[src/rtl/uart_txd_monitor.sv]
`default_nettype none
`timescale 1ns/1ps
// ============================================================================
// Module  : uart_txd_monitor
// Brief   : 8N1 UART receiver with byte FIFO, framing-error and overflow flags
// Revision: 1.0
// ============================================================================
module uart_txd_monitor #(
  parameter int CLKS_PER_BIT = 174,
  parameter int FIFO_DEPTH   = 8
) (
  input  logic                        clock,
  input  logic                        reset_n,
  input  logic                        rxd,
  output logic                        out_valid,
  output logic [7:0]                  out_bits,
  input  logic                        out_ready,
  output logic                        frame_err,
  output logic                        overflow,
  output logic [$clog2(FIFO_DEPTH):0] level
);

  localparam int CW = $clog2(CLKS_PER_BIT);
  localparam int AW = $clog2(FIFO_DEPTH);
  localparam logic [CW-1:0] HALF_LAST = CW'(CLKS_PER_BIT / 2 - 1);
  localparam logic [CW-1:0] BIT_LAST  = CW'(CLKS_PER_BIT - 1);
  localparam logic [CW-1:0] CNT_ONE   = CW'(1);
  localparam logic [AW:0]   PTR_ONE   = (AW + 1)'(1);
  localparam logic [AW:0]   FULL_LVL  = (AW + 1)'(FIFO_DEPTH);

  typedef enum logic [2:0] {
    WAIT_HIGH = 3'd0,
    IDLE      = 3'd1,
    START     = 3'd2,
    DATA      = 3'd3,
    STOP      = 3'd4
  } state_t;

  logic          sync_meta;
  logic          rxs;
  logic [1:0]    settle;
  state_t        state, state_n;
  logic [CW-1:0] cnt, cnt_n;
  logic [2:0]    bitn, bit_n;
  logic [7:0]    shift, shift_n;
  logic          push;
  logic          ferr_set;

  logic [7:0]    mem [FIFO_DEPTH];
  logic [AW:0]   wr_ptr, rd_ptr, rd_next;
  logic          empty, full, pop, do_push, drop;

  // The synchronizer is preset high, so its contents are only trusted once
  // two real samples have been shifted in after reset.
  always_ff @(posedge clock) begin
    if (!reset_n) begin
      sync_meta <= 1'b1;
      rxs       <= 1'b1;
      settle    <= 2'b00;
    end else begin
      sync_meta <= rxd;
      rxs       <= sync_meta;
      settle    <= {settle[0], 1'b1};
    end
  end

  always_ff @(posedge clock) begin
    if (!reset_n) begin
      state <= WAIT_HIGH;
      cnt   <= '0;
      bitn  <= '0;
      shift <= '0;
    end else begin
      state <= state_n;
      cnt   <= cnt_n;
      bitn  <= bit_n;
      shift <= shift_n;
    end
  end

  always_comb begin
    state_n  = state;
    cnt_n    = cnt;
    bit_n    = bitn;
    shift_n  = shift;
    push     = 1'b0;
    ferr_set = 1'b0;
    case (state)
      WAIT_HIGH: begin
        if (settle[1] && rxs) state_n = IDLE;
      end
      IDLE: begin
        cnt_n = '0;
        if (!rxs) state_n = START;
      end
      START: begin
        if (cnt == HALF_LAST) begin
          cnt_n = '0;
          if (!rxs) begin
            state_n = DATA;
            bit_n   = '0;
          end else begin
            state_n = IDLE;
          end
        end else begin
          cnt_n = cnt + CNT_ONE;
        end
      end
      DATA: begin
        if (cnt == BIT_LAST) begin
          shift_n[bitn] = rxs;
          cnt_n         = '0;
          bit_n         = bitn + 3'd1;
          if (bitn == 3'd7) state_n = STOP;
        end else begin
          cnt_n = cnt + CNT_ONE;
        end
      end
      STOP: begin
        if (cnt == BIT_LAST) begin
          cnt_n = '0;
          if (rxs) begin
            push    = 1'b1;
            state_n = IDLE;
          end else begin
            ferr_set = 1'b1;
            state_n  = WAIT_HIGH;
          end
        end else begin
          cnt_n = cnt + CNT_ONE;
        end
      end
      default: state_n = WAIT_HIGH;
    endcase
  end

  assign level     = wr_ptr - rd_ptr;
  assign empty     = (level == '0);
  assign full      = (level == FULL_LVL);
  assign out_valid = !empty;
  assign pop       = out_valid && out_ready;
  assign do_push   = push && (!full || pop);
  assign drop      = push && full && !pop;
  assign rd_next   = rd_ptr + PTR_ONE;

  always_ff @(posedge clock) begin
    if (do_push) mem[wr_ptr[AW-1:0]] <= shift;
  end

  // out_bits tracks the head entry; it only moves when the FIFO stays or
  // becomes non-empty, so it keeps its last value once drained.
  always_ff @(posedge clock) begin
    if (!reset_n) begin
      wr_ptr    <= '0;
      rd_ptr    <= '0;
      out_bits  <= '0;
      frame_err <= 1'b0;
      overflow  <= 1'b0;
    end else begin
      if (do_push) wr_ptr <= wr_ptr + PTR_ONE;
      if (pop) begin
        rd_ptr <= rd_next;
        if (level > PTR_ONE)  out_bits <= mem[rd_next[AW-1:0]];
        else if (do_push)     out_bits <= shift;
      end else if (empty && do_push) begin
        out_bits <= shift;
      end
      if (ferr_set) frame_err <= 1'b1;
      if (drop)     overflow  <= 1'b1;
    end
  end

endmodule
`default_nettype wire
[config.mk]
export PLATFORM = sky130hd
export DESIGN_NAME = uart_txd_monitor
export DESIGN_NICKNAME = d
export VERILOG_FILES = /design/src/rtl/uart_txd_monitor.sv
export SDC_FILE = /design/constraint.sdc
export NUM_CORES = 1
export LEC_CHECK = 0
export BUFFER_PORTS_ARGS = -buffer_cell sky130_fd_sc_hd__buf_2
export CAP_MARGIN = 20
export CELL_PAD_IN_SITES_DETAIL_PLACEMENT = 2
export CELL_PAD_IN_SITES_GLOBAL_PLACEMENT = 2
export CORE_MARGIN = 1
export CORE_UTILIZATION = 44
export DETAILED_ROUTE_END_ITERATION = 12
export PLACE_DENSITY = 0.82
export SLEW_MARGIN = 15
export SYNTH_ARGS = -nofsm -noshare
export SYNTH_HDL_FRONTEND = slang
export SYNTH_SLANG_ARGS = --single-unit
export TNS_END_PERCENT = 1
[constraint.sdc]
create_clock -name clock -period 3.75 [get_ports clock]
set_clock_uncertainty 0.2 [all_clocks]
set_input_delay 0.1875 -clock clock [delete_from_list [all_inputs] [get_ports clock]]
set_output_delay 0.1875 -clock clock [all_outputs]
set_load 0.05 [all_outputs]
**Yosys cells after proc, flatten, opt, wreduce, memory -nomap -nowiden**

Memory sizes are Yosys's and may differ from the RTL's.
Index checks and enable logic that the tools add are counted.

- Bits in writable memories: 64
- Register bits after elaboration: 44
- Output and inout bits: 15
- Memories kept: 1
- Logic and storage cells: 91

Memories:

| name | words | bits a word | rd ports | clocked after memory_dff | write ports | RTL line | source |
|---|---|---|---|---|---|---|---|
| mem | 8 | 8 | 1 | 0 | 1 | 49 | `logic [7:0] mem [FIFO_DEPTH];` |

- Order comparisons: 3
- Equal/unequal tests: 16
- Mux-type cells: 32
- Add/subtract/negate cells: 5
- Reduce and logical (&&, ||, !) cells: 21

Operators with widths:

| kind | number |
|---|---|
| 8-bit 2-to-1 mux | 6 |
| 3-bit 2-to-1 mux | 9 |
| 8-bit one-hot mux with 3 select lines | 1 |
| 3-bit one-hot mux with 5 select lines | 1 |
| 2-bit inequality test, second input constant | 7 |
| 1-bit 2-to-1 mux | 11 |
| 4-bit by 1-bit adder with 4-bit output, second input constant | 2 |
| 8-bit by 1-bit adder with 8-bit output, second input constant | 1 |
| 8-bit bitwise mux | 1 |
| 8-bit by 7-bit equality test with 1-bit output, second input constant | 1 |
| 8-bit equality test, second input constant | 1 |
| 1-bit logical AND | 7 |
| 3-bit by 2-bit equality test with 1-bit output, second input constant | 2 |
| 3-bit equality test, second input constant | 2 |
| 3-bit one-hot mux with 2 select lines | 1 |
| 6-bit AND reduction | 1 |
| 4-bit equality test, second input constant | 1 |
| 4-bit by 1-bit > comparator with 1-bit output, second input constant | 1 |
| 4-bit logical NOT | 1 |
| 3-bit by 4-bit < comparator with 1-bit output, second input constant | 1 |
| 2-bit AND reduction | 2 |
| 4-bit AND reduction | 1 |
| 2-bit nonzero test | 2 |
| 4-bit subtractor | 1 |
| 11 further kinds | 13 |

**Logic depth before layout (Yosys ltp)**

- Depth in word-level cells: 9
- Depth in mapped cells: 10
- Mapped depth without buffers: 10

**Worst setup path after synthesis**

No wires, ideal clock.

- Path kind: register to register
- From: reg wr_ptr[0]
- To: mem mem[2][0] (enable)
- Data arrival time: 3.234 ns
- Data required time: 3.165 ns
- Setup time: 0.385 ns
- Stages on the path, launching flop included: 10
- Path slack: -0.069 ns
- Path through: dfxtp_1 -> inv_1 -> ha_1 -> inv_1 -> fa_1 -> xor2_1 -> nor4_1 -> a31oi_4 -> nand2b_1 -> nor3b_1

- Word-level cells in the longest chain between the ends: 8

Ends and longest elaborated chain:

| item | RTL line | source |
|---|---|---|
| start, declared | 50 | `logic [AW:0] wr_ptr, rd_ptr, rd_next;` |
| start signal, assigned | 160 | `if (do_push) wr_ptr <= wr_ptr + PTR_ONE;` |
| 4-bit subtractor * | 137 | `assign level = wr_ptr - rd_ptr;` |
| named net level[2] | 20 | `output logic [$clog2(FIFO_DEPTH):0] level` |
| 4-bit logical NOT | 138 | `assign empty = (level == '0);` |
| 1-bit logical NOT | 140 | `assign out_valid = !empty;` |
| 1-bit logical AND | 141 | `assign pop = out_valid && out_ready;` |
| 1-bit logical OR * | 142 | `assign do_push = push && (!full \|\| pop);` |
| 1-bit logical AND * | 142 |  |
| 1-bit 2-to-1 mux * | 147 | `if (do_push) mem[wr_ptr[AW-1:0]] <= shift;` |
| 1-bit 2-to-1 mux (implied by the code) * | 147 |  |
| end, declared | 49 |  |

Mark *: on every way through the listed nets, which the timed path passes. The rest lies on a longest branch.

**Final worst setup path**

- From: reg wr_ptr[0]
- To: reg out_bits[3]

- Word-level cells in the longest chain between the ends: 9

Ends and longest elaborated chain:

| item | RTL line | source |
|---|---|---|
| 4-bit subtractor * | 137 |  |
| branches (longest 8 deep; another with 4-bit by 1-bit > comparator with 1-bit output) | - |  |
| end signal, assigned | 163 | `if (level > PTR_ONE) out_bits <= mem[rd_next[AW-1:0]];` |
| end signal, assigned | 164 | `else if (do_push) out_bits <= shift;` |
| end signal, assigned | 166 | `out_bits <= shift;` |
| end, declared | 16 | `output logic [7:0] out_bits,` |

Mark *: on every way between the ends.
A chain may end at the register's enable or synchronous reset.

==> impl_metrics.env <==
export IMPL_syn_inst=341
export IMPL_yosysSeqAreaShare_pct=59.57
export IMPL_route_detailed_drc=0
export IMPL_min_period_over_period_pct=87.60
export IMPL_clock_sinks=108
export IMPL_post_drt_via_cell_ratio=5.637
export IMPL_fin_crit_ns=3.285
export IMPL_setup_viol=0
export IMPL_synth_edf_count=64
export IMPL_rsz0062_at_grt="no"
export IMPL_fin_util_pct=50.59
export IMPL_die_w_um=105.4
export IMPL_routedWlPerCell_um=23.87
export IMPL_drv_cap=0
export IMPL_postSynthAreaPerCell_um2=13.80
export IMPL_portBuffers=18
export IMPL_relSlewSlack_pct=41.26
export IMPL_cts_buffer_depth=2
export IMPL_rr_endpoint="out_bits[3]$_SDFFE_PN0P_"
export IMPL_diodes=0
export IMPL_slew_violations=0
export IMPL_grt_antenna_before_repair=0
export IMPL_pre_cts_ws_ns=0.5190
export IMPL_dieArea_um2=11110
export IMPL_status="complete, no violations"
export IMPL_crit_slowest_cell="dfxtp_1"
export IMPL_cp_max_fo=8
export IMPL_yosysTopAreaCell="edfxtp_1"
export IMPL_wl_met1_um=5233
export IMPL_whs_path_depth=1
export IMPL_comb_power_share_pct=31.2
export IMPL_synth_xor_area_share_pct=1.303
export IMPL_arrival_ns=3.38
export IMPL_cts_tree="done"
export IMPL_max_freq_mhz=304.4
export IMPL_grt_max_degree=35
export IMPL_switching_share_pct=34.76
export IMPL_synth_compound_area_share_pct=7.128
export IMPL_route_met2_wl_um=6444
export IMPL_regToRegStartpoint="wr_ptr[0]$_SDFFE_PN0P_"
export IMPL_ir_worst_vdd_mv=0.3284
export IMPL_drtPass1Iterations=4
export IMPL_clk_pin_slew_ns=0.10
export IMPL_min_path_type="in2reg"
export IMPL_drt_wl_total_um=12170
export IMPL_p_leak_nw=1.888
export IMPL_r2r_cells=9
export IMPL_grt_total_usage_pct=23.41
export IMPL_synthTopCellsByArea="edfxtp_1 41%, dfxtp_1 19%, mux4_2 7.7%"
export IMPL_grt_pass1_wl_um=18810
export IMPL_cp_slowest_stage_delay_ns=0.48
export IMPL_startpoint="wr_ptr[0]$_SDFFE_PN0P_"
export IMPL_ys_warn_count=0
export IMPL_start_util_pct=45.57
export IMPL_io_pins=19
export IMPL_worstHoldStart="reset_n"
export IMPL_synthToLayoutAreaGrowth_pct=11.01
export IMPL_power_switching_mw=1.061
export IMPL_p_seq_share_pct=43.0
export IMPL_synth_top_family_by_area="multiplexers"
export IMPL_syn_num_nets=356
export IMPL_finalSetupTns_ns=0
export IMPL_gr_total_overflow=0
export IMPL_clkPwrFrac_pct=25.9
export IMPL_drive_above_1_share_pct=20.59
export IMPL_highest_layer="met4"
export IMPL_dr_wl_met3_um=281
export IMPL_hold_viol_final=0
export IMPL_fin_nets=384
export IMPL_layout_setup_ws_ns=0.4651
export IMPL_synth_flop_cell="edfxtp_1"
export IMPL_syn_area_um2=4705
export IMPL_htree_levels=3
export IMPL_hold_end="settle[0]$_DFF_P_"
export IMPL_hpwl_um=8359
export IMPL_cts_root_buf="clkbuf_8"
export IMPL_synth_area_mux_share_pct=13.62
export IMPL_ant_nets=0
export IMPL_synthAdderAreaFrac_pct=3.085
export IMPL_fp_row_count=37
export IMPL_drt_initial_drc_count=107
export IMPL_crit_path_frequent_cell="inv_1"
export IMPL_worstMarginPinSlew_ns=0.8812
export IMPL_place_gp_congestion=0.7149
export IMPL_grt_pass1_vias=3167
export IMPL_r2r_slack_ns=0.47
export IMPL_synthArstFlopShare_pct=0
export IMPL_start_kind="flip-flop"
export IMPL_synth_cell_types=52
export IMPL_ys_ff_latch=108
export IMPL_path_cells="inv_1 -> ha_1 -> inv_1 -> fa_1 -> or2_1 -> a211oi_1 -> a2bb2oi_1 -> nand2_1 -> o2bb2ai_1"
export IMPL_design_core_area_um2=10320
export IMPL_cts_buffers=9
export IMPL_clock_latency_ns=0.39
export IMPL_cts_resized=0
export IMPL_powerDensity_nw_per_um2=584.4
export IMPL_die_height_um=105.4
export IMPL_cp_end_kind="flip-flop"
export IMPL_synth_top_cell_area_share_pct=40.85
export IMPL_crit_type="reg2reg"
export IMPL_route_vias_total=2875
export IMPL_crit_required_ns=3.85
export IMPL_power_internal_mw=1.991
export IMPL_yosys_area_share_simple_pct=13.38
critical path, delay by kind of cell, from the launching register on:
kind | cells | cell delay, ns
and+or+nand+nor | 2 | 0.57
AOI/OAI and AO/OA | 3 | 0.98
DFF | 1 | 0.48
adders and majority gates | 2 | 0.71
buffers and inverters | 2 | 0.25
flip-flops by register name, summed over array words and instances (netlist names), 2 cells and up:
signal	count
mem	64
cnt	8
out_bits	8
shift	8
rd_ptr	4
wr_ptr	4
bitn	3
state	3
settle	2
cell usage in the layout, fill, tap and decap left out, drive strengths merged, types with 3 or more instances in the layout:
cell type	synthesis	routed
ha	10	10
mux2	8	8
xnor2	4	4
inv	9	11
nand3	5	5
xor2	3	3
nand4	3	3
o2bb2ai	8	8
mux2i	19	19
nor2b	16	16
clkbuf	8	9
edfxtp	64	64
nor3	5	5
and3	6	6
mux4	16	16
buf	4	28
nand2b	6	6
nor2	12	12
a21boi	3	3
dfxtp	44	44
a21oi	13	13
nand2	21	21
o21ai	9	9
and2	5	5
nand3b	3	3
nor3b	13	13
worst max-delay path by stage:
stage                               end  slack, ns  cells past startpoint
2_1_floorplan       mem[2][0]$_DFFE_PP_       0.23                      9
3_3_place_gp        mem[0][5]$_DFFE_PP_       0.86                      9
3_5_place_dp        mem[1][1]$_DFFE_PP_       0.52                      9
4_1_cts             mem[1][0]$_DFFE_PP_       0.44                      9
5_1_grt        out_bits[4]$_SDFFE_PN0P_       0.29                      9
6_report       out_bits[3]$_SDFFE_PN0P_       0.47                      9
per-layer routing:
| metal | up-vias | GRT usage, % |
|---|---|---|
| met5 | - | 0 |
| met4 | 0 | 6.640 |
| met3 | 17 | 5.133 |
| met2 | 38 | 42.39 |
| met1 | 1484 | 27.81 |
| li1 | 1336 | - |
what timing repair did:
| action | in CTS | in global routing |
|---|---|---|
| hold buffers | 1 | 0 |
| setup buffers | 0 | 0 |
| endpoints found under the hold margin | 1 | 0 |
logic make-up after synthesis:
kind of cell	after synthesis
DFF	108
and+or+nand+nor	105
AOI/OAI and AO/OA	46
muxes	43
buffers and inverters	21
adders and majority gates	11
xor gates and xnor gates	7
synth_stat cells (all sizes together) (6+ instances only):
cell type and instances:
mux4 16, o21ai 9, clkbuf 8, dfxtp 44, mux2 8, a21oi 13, nor2 12, and3 6
nor3b 13, nand2 21, nand2b 6, ha 10, o2bb2ai 8, inv 9, nor2b 16, mux2i 19
edfxtp 64
metrics by stage:
step / cells / hold slack, ns / total power, mW / area, µm²
2_1_floorplan: 341 / 0.01522 / 2.039 / 4712
3_3_place_gp: 493 / 0.1690 / 2.207 / 4991
3_5_place_dp: 493 / 0.1729 / 2.276 / 4991
4_1_cts: 510 / 0.04439 / 3.076 / 5223
5_1_grt: 510 / 0.05914 / 3.159 / 5223
6_report: 510 / 0.05487 / 3.052 / 5223
final cells by class:
cell class	instances	area, µm²
Multi-Input combinational cell	212	1819
Sequential cell	108	2803
Tap cell	136	170.2
Timing Repair Buffer	29	175.2
Inverter	9	33.78
Fill cell	994	5101
Clock buffer	9	123.9
Clock inverter	7	97.59
power by group through the flow:
stage	sequential [mW]	clock (mW)	combinational, mW
after detailed placement	1.34	0	0.938
after global routing	1.32	0.844	1.00
final	1.31	0.790	0.952
after floorplan	1.41	0	0.633
after CTS	1.31	0.808	0.955
after global placement	1.33	0	0.873
No activity file was read; power rests on OpenSTA's default activity.
